File: config.mk
export PLATFORM = sky130hd
export DESIGN_NAME = preamble_capture_ctrl
export DESIGN_NICKNAME = d
export VERILOG_FILES = /design/src/rtl/preamble_capture_ctrl.sv
export SDC_FILE = /design/constraint.sdc
export NUM_CORES = 1
export LEC_CHECK = 0
export ABC_AREA = 1
export CORE_MARGIN = 2
export CORE_UTILIZATION = 46
export DETAILED_ROUTE_END_ITERATION = 16
export GPL_ROUTABILITY_DRIVEN = 0
export PLACE_DENSITY = 0.93
export SLEW_MARGIN = 20
export SYNTH_ARGS = -nofsm -noshare
export SYNTH_HDL_FRONTEND = slang
export SYNTH_SLANG_ARGS = --single-unit
File: constraint.sdc
create_clock -name clk -period 2.55 [get_ports clk]
set_clock_uncertainty 0.1 [all_clocks]
set_input_delay 0.3825 -clock clk [delete_from_list [all_inputs] [get_ports clk]]
set_output_delay 0.3825 -clock clk [all_outputs]
set_load 0.01 [all_outputs]
File: src/rtl/preamble_capture_ctrl.sv
// preamble_capture_ctrl: gates one fixed-length, tlast-framed burst of
// detector samples per accepted trigger, emits one phase word per burst,
// then discards a programmable holdoff before re-arming.
// Optional build macro PREAMBLE_CAPTURE_STATS_EN enables the burst/missed
// counters; without it both counter ports read zero.
//
// state     | meaning
// S_IDLE    | discard beats, wait for tlast with enable as trigger
// S_CAPTURE | forward beats until burst_len samples have been sent
// S_HOLDOFF | discard holdoff_len beats, then re-arm
module preamble_capture_ctrl #(
  parameter int WIDTH = 32,
  parameter int LEN_W = 16,
  parameter int CNT_W = 32
) (
  input  logic             clk,
  input  logic             reset_n,
  input  logic             enable,
  input  logic [LEN_W-1:0] burst_len,
  input  logic [LEN_W-1:0] holdoff_len,
  input  logic [WIDTH-1:0] i_samples_tdata,
  input  logic             i_samples_tlast,
  input  logic             i_samples_tvalid,
  output logic             i_samples_tready,
  input  logic [15:0]      i_phase_tdata,
  input  logic             i_phase_tlast,
  input  logic             i_phase_tvalid,
  output logic             i_phase_tready,
  output logic [WIDTH-1:0] o_samples_tdata,
  output logic             o_samples_tlast,
  output logic             o_samples_tvalid,
  input  logic             o_samples_tready,
  output logic [15:0]      o_phase_tdata,
  output logic             o_phase_tvalid,
  input  logic             o_phase_tready,
  output logic             busy,
  output logic [CNT_W-1:0] burst_count,
  output logic [CNT_W-1:0] missed_count
);

  typedef enum logic [1:0] {S_IDLE, S_CAPTURE, S_HOLDOFF} state_t;

  state_t           state_q, state_d;
  logic [LEN_W-1:0] cnt_q, cnt_d;
  logic [LEN_W-1:0] len_q, len_d;
  logic [LEN_W-1:0] hold_q, hold_d;
  logic [WIDTH-1:0] out_data_q, out_data_d;
  logic             out_last_q, out_last_d;
  logic             out_valid_q, out_valid_d;
  logic [15:0]      phase_q, phase_d;
  logic             phase_valid_q, phase_valid_d;
  logic             burst_inc, missed_inc;

  logic             accept;
  logic             beat;
  logic             phase_free;
  logic [LEN_W-1:0] len_eff;
  logic [LEN_W-1:0] cnt_next;

  // Both streams are consumed as one joint beat so they never slip.
  assign accept = (state_q == S_CAPTURE) ? (~out_valid_q | o_samples_tready) : 1'b1;
  assign beat   = i_samples_tvalid & i_phase_tvalid & accept;
  assign i_samples_tready = i_phase_tvalid & accept;
  assign i_phase_tready   = i_samples_tvalid & accept;

  // A phase word being taken this cycle frees the slot for a coincident trigger.
  assign phase_free = ~phase_valid_q | o_phase_tready;
  assign len_eff    = (burst_len == '0) ? LEN_W'(1) : burst_len;
  assign cnt_next   = cnt_q + LEN_W'(1);

  // Next-state, output stage and phase register update.
  always_comb begin
    state_d       = state_q;
    cnt_d         = cnt_q;
    len_d         = len_q;
    hold_d        = hold_q;
    out_data_d    = out_data_q;
    out_last_d    = out_last_q;
    out_valid_d   = out_valid_q;
    phase_d       = phase_q;
    phase_valid_d = phase_valid_q;
    burst_inc     = 1'b0;
    missed_inc    = 1'b0;

    if (out_valid_q && o_samples_tready) begin
      out_valid_d = 1'b0;
      out_last_d  = 1'b0;
    end
    if (phase_valid_q && o_phase_tready) begin
      phase_valid_d = 1'b0;
    end

    case (state_q)
      S_IDLE: begin
        if (beat && i_samples_tlast && enable) begin
          if (phase_free) begin
            len_d         = len_eff;
            hold_d        = holdoff_len;
            phase_d       = i_phase_tdata;
            phase_valid_d = 1'b1;
            out_data_d    = i_samples_tdata;
            out_valid_d   = 1'b1;
            out_last_d    = (len_eff == LEN_W'(1));
            burst_inc     = 1'b1;
            if (len_eff == LEN_W'(1)) begin
              cnt_d   = '0;
              state_d = (holdoff_len != '0) ? S_HOLDOFF : S_IDLE;
            end else begin
              cnt_d   = LEN_W'(1);
              state_d = S_CAPTURE;
            end
          end else begin
            missed_inc = 1'b1;
          end
        end
      end
      S_CAPTURE: begin
        if (beat) begin
          out_data_d  = i_samples_tdata;
          out_valid_d = 1'b1;
          missed_inc  = i_samples_tlast;
          if (cnt_next == len_q) begin
            out_last_d = 1'b1;
            cnt_d      = '0;
            state_d    = (hold_q != '0) ? S_HOLDOFF : S_IDLE;
          end else begin
            out_last_d = 1'b0;
            cnt_d      = cnt_next;
          end
        end
      end
      S_HOLDOFF: begin
        if (beat) begin
          missed_inc = i_samples_tlast;
          if (cnt_next == hold_q) begin
            cnt_d   = '0;
            state_d = S_IDLE;
          end else begin
            cnt_d = cnt_next;
          end
        end
      end
      default: state_d = S_IDLE;
    endcase
  end

  // State and datapath registers.
  always_ff @(posedge clk or negedge reset_n) begin
    if (!reset_n) begin
      state_q       <= S_IDLE;
      cnt_q         <= '0;
      len_q         <= '0;
      hold_q        <= '0;
      out_data_q    <= '0;
      out_last_q    <= 1'b0;
      out_valid_q   <= 1'b0;
      phase_q       <= '0;
      phase_valid_q <= 1'b0;
    end else begin
      state_q       <= state_d;
      cnt_q         <= cnt_d;
      len_q         <= len_d;
      hold_q        <= hold_d;
      out_data_q    <= out_data_d;
      out_last_q    <= out_last_d;
      out_valid_q   <= out_valid_d;
      phase_q       <= phase_d;
      phase_valid_q <= phase_valid_d;
    end
  end

  assign o_samples_tdata  = out_data_q;
  assign o_samples_tlast  = out_last_q;
  assign o_samples_tvalid = out_valid_q;
  assign o_phase_tdata    = phase_q;
  assign o_phase_tvalid   = phase_valid_q;
  assign busy             = (state_q != S_IDLE);

  logic unused_ok;

`ifdef PREAMBLE_CAPTURE_STATS_EN
  logic [CNT_W-1:0] burst_cnt_q, missed_cnt_q;

  // Saturating event counters.
  always_ff @(posedge clk or negedge reset_n) begin
    if (!reset_n) begin
      burst_cnt_q  <= '0;
      missed_cnt_q <= '0;
    end else begin
      if (burst_inc && (burst_cnt_q != '1)) burst_cnt_q <= burst_cnt_q + CNT_W'(1);
      if (missed_inc && (missed_cnt_q != '1)) missed_cnt_q <= missed_cnt_q + CNT_W'(1);
    end
  end

  assign burst_count  = burst_cnt_q;
  assign missed_count = missed_cnt_q;
  assign unused_ok    = i_phase_tlast;
`else
  assign burst_count  = '0;
  assign missed_count = '0;
  assign unused_ok    = ^{i_phase_tlast, burst_inc, missed_inc};
`endif

endmodule

==> parameters.txt, run 1 <==
Parameter                              Value

Status
  Outcome ... finished, violations left
  Violated checks ... setup timing

Timing
  Final-report hold violation count ... 0
  Setup repair after global routing missed its margin ... true
  Endpoints failing setup ... 2
  Final hold slack ... between 0.3 and 0.4 ns
  Highest Clock Rate ... between 300 and 400 MHz
  Fin. max-slew vios ... 0
  Crit path time final ... 2.57 ns
  Actual slew at the worst max-slew pin ... 0.577 ns
  Aggregate negative setup slack ... -0.0332 ns
  Setup WS post-layout ... -0.0175 ns
  Worst slew margin relative to its limit ... 61.6%
  Period utilization ... 101%

Synthesis
  Post-synth top cells ... nand2_1 (204), dfrtp_1 (101), buf_4 (64), inv_1 (55), o21ai_0 (40)
  Top_reg_cell synth ... dfrtp_1
  Fraction of synthesis flops using an asynchronous set or reset pin ... 100%
  Sequential share of the synthesized area ... between 40% and 50%
  Yosys warning count ... 0
  Leading area contributor after synthesis ... dfrtp_1
  Unique cell type count in the Yosys netlist ... 44
  Top cells by area in the synthesized netlist ... dfrtp_1 (44%), nand2_1 (13%), buf_4 (8.3%)
  Gate Count Post-Synth ... 674
  Top-count cell post-synth ... nand2_1
  Flops & latches, synth ... around 100
  Mean instance size in the synthesized netlist ... 8.54 sq um
  Number of enable-type register cells in the synthesized netlist ... 0
  Share of the synthesized area in the top cell type ... a little over two fifths
  Synthesized area ... roughly 0.0058 sq mm

Setup path
  Setup slack, reg-to-reg ... -0.02 ns
  Required time reported for the critical path endpoint ... approximately 2.8 ns
  Type of the setup path with the least slack ... reg2reg
  Largest fanout on the critical path ... 7
  Endpoint of the lowest-slack register-to-register path ... state_q[1]$_DFFE_PN0P_
  Launch instance of the worst register-to-register path ... cnt_q[1]$_DFFE_PN0P_
  Arrival time reported for the critical path endpoint ... 2.76 ns
  Endpoint class of the critical path ... register
  Startpoint type of the worst setup path ... register
  Worst Reg-to-Reg Cells ... 16

Layout
  Number of nets in the finished design ... around 900
  Layout cells sized above 1 ... between 15 and 20%
  Non-filler cells, final ... slightly above 1k
  Area added between synthesis and finish ... 32.8%
  Antenna diode count ... 0

Route
  First-pass iteration count of the detailed router ... 6
  Routed length per placed instance ... 17.2 um
  Vias ... between 5k and 6k
  DRT antenna net count ... 0
  Total Wirelength ... ~17 mm
  Iteration-0 DRC count of the detailed router ... 496
  Final routed DRC violation total ... 0
  Vias/cell ... around 5.3

Hold path
  Startpoint of the worst hold path ... o_phase_tdata[14]$_DFFE_PN0P_
  WHS Endpoint ... o_phase_tdata[14]$_DFFE_PN0P_
  Cells on Worst Hold Path ... 2
  HP Class ... reg2reg

Power
  Power Dens Cells ... ~1000 mW/mm^2
  Leakage power ... between 3 and 4 nW
  Maximum vdd ir drop ... ~0.0007 V

Clock tree
  Post-CTS clock slew at the launch and capture registers of the worst setup and hold paths ... 0.07 ns
  H-Tree Depth ... 3
  Worst-skew pair later-pin latency ... roughly 0.36 ns
  Clk sink count ... roughly 100
  Clk Tree Root Cell ... clkbuf_16
  Clock tree from TritonCTS ... yes
  Number of buffers added by the clock tree synthesis step ... 9
  Maximum buffer depth of the clock tree ... 2

Place
  Quantity of I/O buffers inserted on ports ... approximately 140
  Worst-case setup slack after placement ... -0.0217 ns
  HPWL Detailed ... 12.1 mm
  Placed Cells incl. Taps ... 983

Global route
  Maximum number of pins on one net before global-route repair ... 60
  Overall global routing resource usage ... between 20 and 30%
  Number of antenna violations at the first check in global routing ... 0
  Number of global-route vias before repair ... ~5.3k
  Total grt overflow ... 0
  Global-route wire length before repair ... around 26 mm

Floorplan
  I/O pin count ... between 200 and 250
  Initial core utilization ... 47.5%
  Height of the die ... between 100 and 150 um
  FP Rows ... 40
  Die area ... between 0.01 and 0.015 sq mm
  Core Footprint ... about 0.012 sq mm
  Die X ... ~120 um

Run
  Max cap viols ... 0
repair_timing:
item	4_1_cts	5_1_grt
setup buffers	0	6
hold buffers	1	0
resized for setup	0	18
hold endpoints to repair	42	0
setup endpoints to repair	0	18
critical path: stages (launching register included):
cell and delay, ns:
dfrtp_1 0.42, buf_4 0.15, nand2_1 0.08, nor2_4 0.28, nand2_4 0.12, nor2_2 0.16, nand2_1 0.14, nand3_1 0.12
nand3_1 0.09, nor2_2 0.17, nand3_2 0.11, nand2_4 0.09, nand2_4 0.07, buf_4 0.14, nor2_1 0.11, nand2_1 0.07
nand2_1 0.07
metal layers:
metal	part of all wire, %	global-route usage (%)	vias up
li1	-	-	2347
met1	33	28.0	2528
met2	52	44.7	358
met3	9.8	7.48	91
met4	5.2	10.8	0
met5	0	0	-
power by group:
group / switching [W] / total, W / internal [W]
combinational: 0.00187 / 0.00363 / 0.00176
sequential: 0.000408 / 0.00270 / 0.00229
clock: 0.000664 / 0.00134 / 0.000679
total: 0.00294 / 0.00767 / 0.00473
registers in the layout, summed over array words and instances (netlist names):
name,cells
len_q,16
o_samples_tvalid,1
o_phase_tvalid,1
o_samples_tlast,1
hold_q,16
o_samples_tdata,32
state_q,2
cnt_q,16
o_phase_tdata,16
cell type report:
class | instances | area (sq um)
clock buffer | 9 | 225
clock inverter | 7 | 56.3
fill | 898 | 4470
inverter | 59 | 221
multi-input combinational | 498 | 2770
sequential | 101 | 2530
tap | 168 | 210
timing repair buffer | 164 | 1630
metrics by stage:
stage | area [sq um] | utilization, % | total power [W]
after global routing | 7640 | 63.1 | 0.00806
after floorplan | 5990 | - | 0.00459
after global placement | 7210 | 59.6 | 0.00592
final | 7640 | 63.1 | 0.00767
after CTS | 7500 | 62.0 | 0.00749
after detailed placement | 7210 | 59.6 | 0.00612
cells in the final DEF, fill, tap and decap left out, types with 11 or more instances in the layout:
| cell | netlist | layout |
|---|---|---|
| clkdlybuf4s50_1 | 0 | 140 |
| nand3_1 | 39 | 35 |
| inv_1 | 55 | 55 |
| nand4_1 | 11 | 11 |
| conb_1 | 1 | 64 |
| o21ai_0 | 40 | 40 |
| dfrtp_1 | 101 | 99 |
| buf_4 | 64 | 18 |
| nand2_1 | 204 | 203 |
| nand2_2 | 15 | 15 |
| mux2_2 | 32 | 32 |
| nor2_1 | 23 | 20 |
worst max-delay path by stage:
stage                                 from                endpoint  slack (ns)  cells after the start
floorplan           state_q[1]$_DFFE_PN0P_    cnt_q[2]$_DFFE_PN0P_        0.33                     16
global placement      cnt_q[1]$_DFFE_PN0P_   cnt_q[15]$_DFFE_PN0P_        0.13                     14
detailed placement        o_samples_tready    cnt_q[3]$_DFFE_PN0P_       -0.02                     14
CTS                   cnt_q[1]$_DFFE_PN0P_    cnt_q[3]$_DFFE_PN0P_       0.005                     14
global route          cnt_q[3]$_DFFE_PN0P_  state_q[1]$_DFFE_PN0P_       -0.06                     15
finish                cnt_q[1]$_DFFE_PN0P_  state_q[1]$_DFFE_PN0P_       -0.02                     16
cell families after synthesis:
logic type | share of synthesized area (%)
compound gates | 6.41
xor+xnor | 1.83
fa+ha+maj | 1.09
buf+inv | 13.6
flops | 43.9
mux | 6.26
other cells | 0.0652
simple gates | 26.8
(Power assumes the default switching activity.)
==> run 2: changes to the inputs <==
Settings changed: CTS_CLUSTER_SIZE from default to 12, SKIP_CTS_REPAIR_TIMING from default to 1.
==> parameters.txt, run 2 (same netlist as run 1, synthesis figures left out) <==
Parameter                              Value

Clock tree
  Post-CTS clock slew at the launch and capture registers of the worst setup and hold paths ... 0.07 ns (about the same)
  Number of buffers added by the clock tree synthesis step ... 9 (unchanged)
  Clock tree from TritonCTS ... yes
  Maximum buffer depth of the clock tree ... 2 (unchanged)
  Worst-skew pair later-pin latency ... 0.36 ns (about the same)
  Clk sink count ... 101 (unchanged)
  H-Tree Depth ... 3 (unchanged)
  Clk Tree Root Cell ... clkbuf_16

Global route
  Number of antenna violations at the first check in global routing ... 0 (unchanged)
  Overall global routing resource usage ... 25.0% (-0.10 points)
  Total grt overflow ... 0 (unchanged)
  Global-route wire length before repair ... 25.9 mm (-0.37%)
  Maximum number of pins on one net before global-route repair ... 60 (unchanged)
  Number of global-route vias before repair ... 5254 (-0.30%)

Layout
  Layout cells sized above 1 ... 16.5% (unchanged)
  Number of flip-flops in the largest register ... 32 (unchanged)
  Number of nets in the finished design ... 927 (unchanged)
  Area added between synthesis and finish ... 32.8% (unchanged)
  Most frequent cells in the layout ... nand2_1 (203), clkdlybuf4s50_1 (140), dfrtp_1 (99)
  Most common cell after layout, fill and taps aside ... nand2_1
  Area used by multi-input combinational logic ... 0.00277 sq mm (unchanged)
  Count of fill cells added during filler insertion ... 898 (unchanged)
  Antenna diode count ... 0 (unchanged)
  Register cell area after layout ... 0.00253 sq mm (unchanged)

Setup path
  Arrival time reported for the critical path endpoint ... 2.77 ns (about the same)
  Type of the setup path with the least slack ... reg2reg
  Required time reported for the critical path endpoint ... 2.75 ns (about the same)
  Startpoint type of the worst setup path ... register
  Endpoint class of the critical path ... register
  Start point of the critical path ... cnt_q[1]$_DFFE_PN0P_
  Launch instance of the worst register-to-register path ... cnt_q[1]$_DFFE_PN0P_
  Largest fanout on the critical path ... 5 (-2)

Floorplan
  FP Rows ... 40 (unchanged)
  Die X ... 116 um (unchanged)
  Height of the die ... 116 um (unchanged)
  I/O pin count ... 207 (unchanged)
  Core Footprint ... 0.0121 sq mm (unchanged)
  Die area ... 0.0134 sq mm (unchanged)
  Initial core utilization ... 47.5% (unchanged)

Route
  First-pass iteration count of the detailed router ... 8 (+2)
  Iteration-0 DRC count of the detailed router ... 532 (+7.3%)
  Total Wirelength ... 17.3 mm (about the same)
  DRT antenna net count ... 0 (unchanged)
  Vias/cell ... 5.30 (about the same)
  Final routed DRC violation total ... 0 (unchanged)
  Routed length per placed instance ... 17.2 um (about the same)
  Vias ... 5327 (+0.056%)

Timing
  Endpoints failing setup ... 2 (unchanged)
  Crit path time final ... 2.57 ns (+0.00145 ns)
  Actual slew at the worst max-slew pin ... 0.580 ns (+0.00289 ns)
  Highest Clock Rate ... 389 MHz (about the same)
  Worst slew margin relative to its limit ... 61.4% (-0.19 points)
  Fin. max-slew vios ... 0 (unchanged)
  Final-report hold violation count ... 0 (unchanged)
  Period utilization ... 101% (about the same)
  Setup repair after global routing missed its margin ... true
  Aggregate negative setup slack ... -0.0339 ns (-0.000707 ns)
  Setup WS post-layout ... -0.0189 ns (-0.00145 ns)

Status
  Violated checks ... setup timing
  Outcome ... finished, violations left

Place
  Quantity of I/O buffers inserted on ports ... 141 (unchanged)
  Worst-case setup slack after placement ... -0.0217 ns (unchanged)
  HPWL Detailed ... 12.1 mm (unchanged)

Hold path
  Startpoint of the worst hold path ... o_phase_tdata[14]$_DFFE_PN0P_
  HP Class ... reg2reg

Power
  Power Dens Cells ... 1000 mW/mm^2 (about the same)
  Leakage power ... 3.55 nW (unchanged)
  Maximum vdd ir drop ... 0.000692 V (+0.24%)

Run
  Max cap viols ... 0 (unchanged)
==> run 2: cell counts in the layout (fill, tap and decap cells not counted) <==
Identical to the previous run, type by type.
==> run 2: final timing paths <==
kind                                                    to  slack [ns]  cells after the start
max                                 state_q[1]$_DFFE_PN0P_       -0.02                     18
min                          o_phase_tdata[14]$_DFFE_PN0P_        0.37                      2
max reg2reg                         state_q[1]$_DFFE_PN0P_       -0.02                     18
min reg2reg                  o_phase_tdata[14]$_DFFE_PN0P_        0.37                      2
max in group asynchronous             cnt_q[4]$_DFFE_PN0P_        1.15                      3
min in group asynchronous  o_samples_tdata[10]$_DFFE_PN0P_        0.45                      2
==> run 2: final cells by class <==
class                           instances  share of cell area, %
Timing Repair Buffer                  164                   21.4
Tap cell                              168                   2.75
Sequential cell                       101                   33.1
Multi-Input combinational cell        498                   36.2
Clock buffer                            9                   2.95
Inverter                               59                   2.90
Clock inverter                          7                  0.736
==> run 2: stage by stage <==
| stage | power, W | std cells | hold WS [ns] | util, % | cell area [sq um] |
|---|---|---|---|---|---|
| final | 0.00767 | 1006 | 0.374 | 63.1 | 7640 |
| after global routing | 0.00806 | 1006 | 0.406 | 63.1 | 7640 |
| after CTS | 0.00749 | 999 | -0.0566 | 61.9 | 7490 |
| after detailed placement | 0.00612 | 983 | 0.319 | 59.6 | 7210 |
| after global placement | 0.00592 | 983 | 0.319 | 59.6 | 7210 |
| after floorplan | 0.00459 | 737 | -0.0131 | - | 5990 |
==> run 2: where the power goes <==
part	leakage, nW	switching [W]	internal, W	total (W)
sequential	1.24	0.000408	0.00229	0.00270
combinational	2.17	0.00186	0.00176	0.00363
clock	0.142	0.000666	0.000679	0.00134
==> run 2: worst max-delay path, cell delays in order, from the launching register on <==
cell and delay, ns:
dfrtp_1 0.43, ha_4 0.20, nand2_4 0.10, nor2_8 0.05, clkbuf_4 0.18, nand2_1 0.11
nand2_2 0.08, nand2_1 0.12, nand2_1 0.07, nand2_1 0.10, nand3_1 0.09, nor2_1 0.17
nand3_2 0.12, nand2_4 0.09, nand2_4 0.07, buf_4 0.15, nor2_1 0.11, nand2_1 0.07
nand2_1 0.07
==> run 2: per-layer routing <==
layer / GRT usage [%] / vias to the layer above / routed length (um)
li1: - / 2345 / -
met1: 27.8 / 2512 / 5740
met3: 7.37 / 103 / 1610
met5: 0 / - / 0
met2: 44.6 / 367 / 8900
met4: 10.8 / 0 / 1030
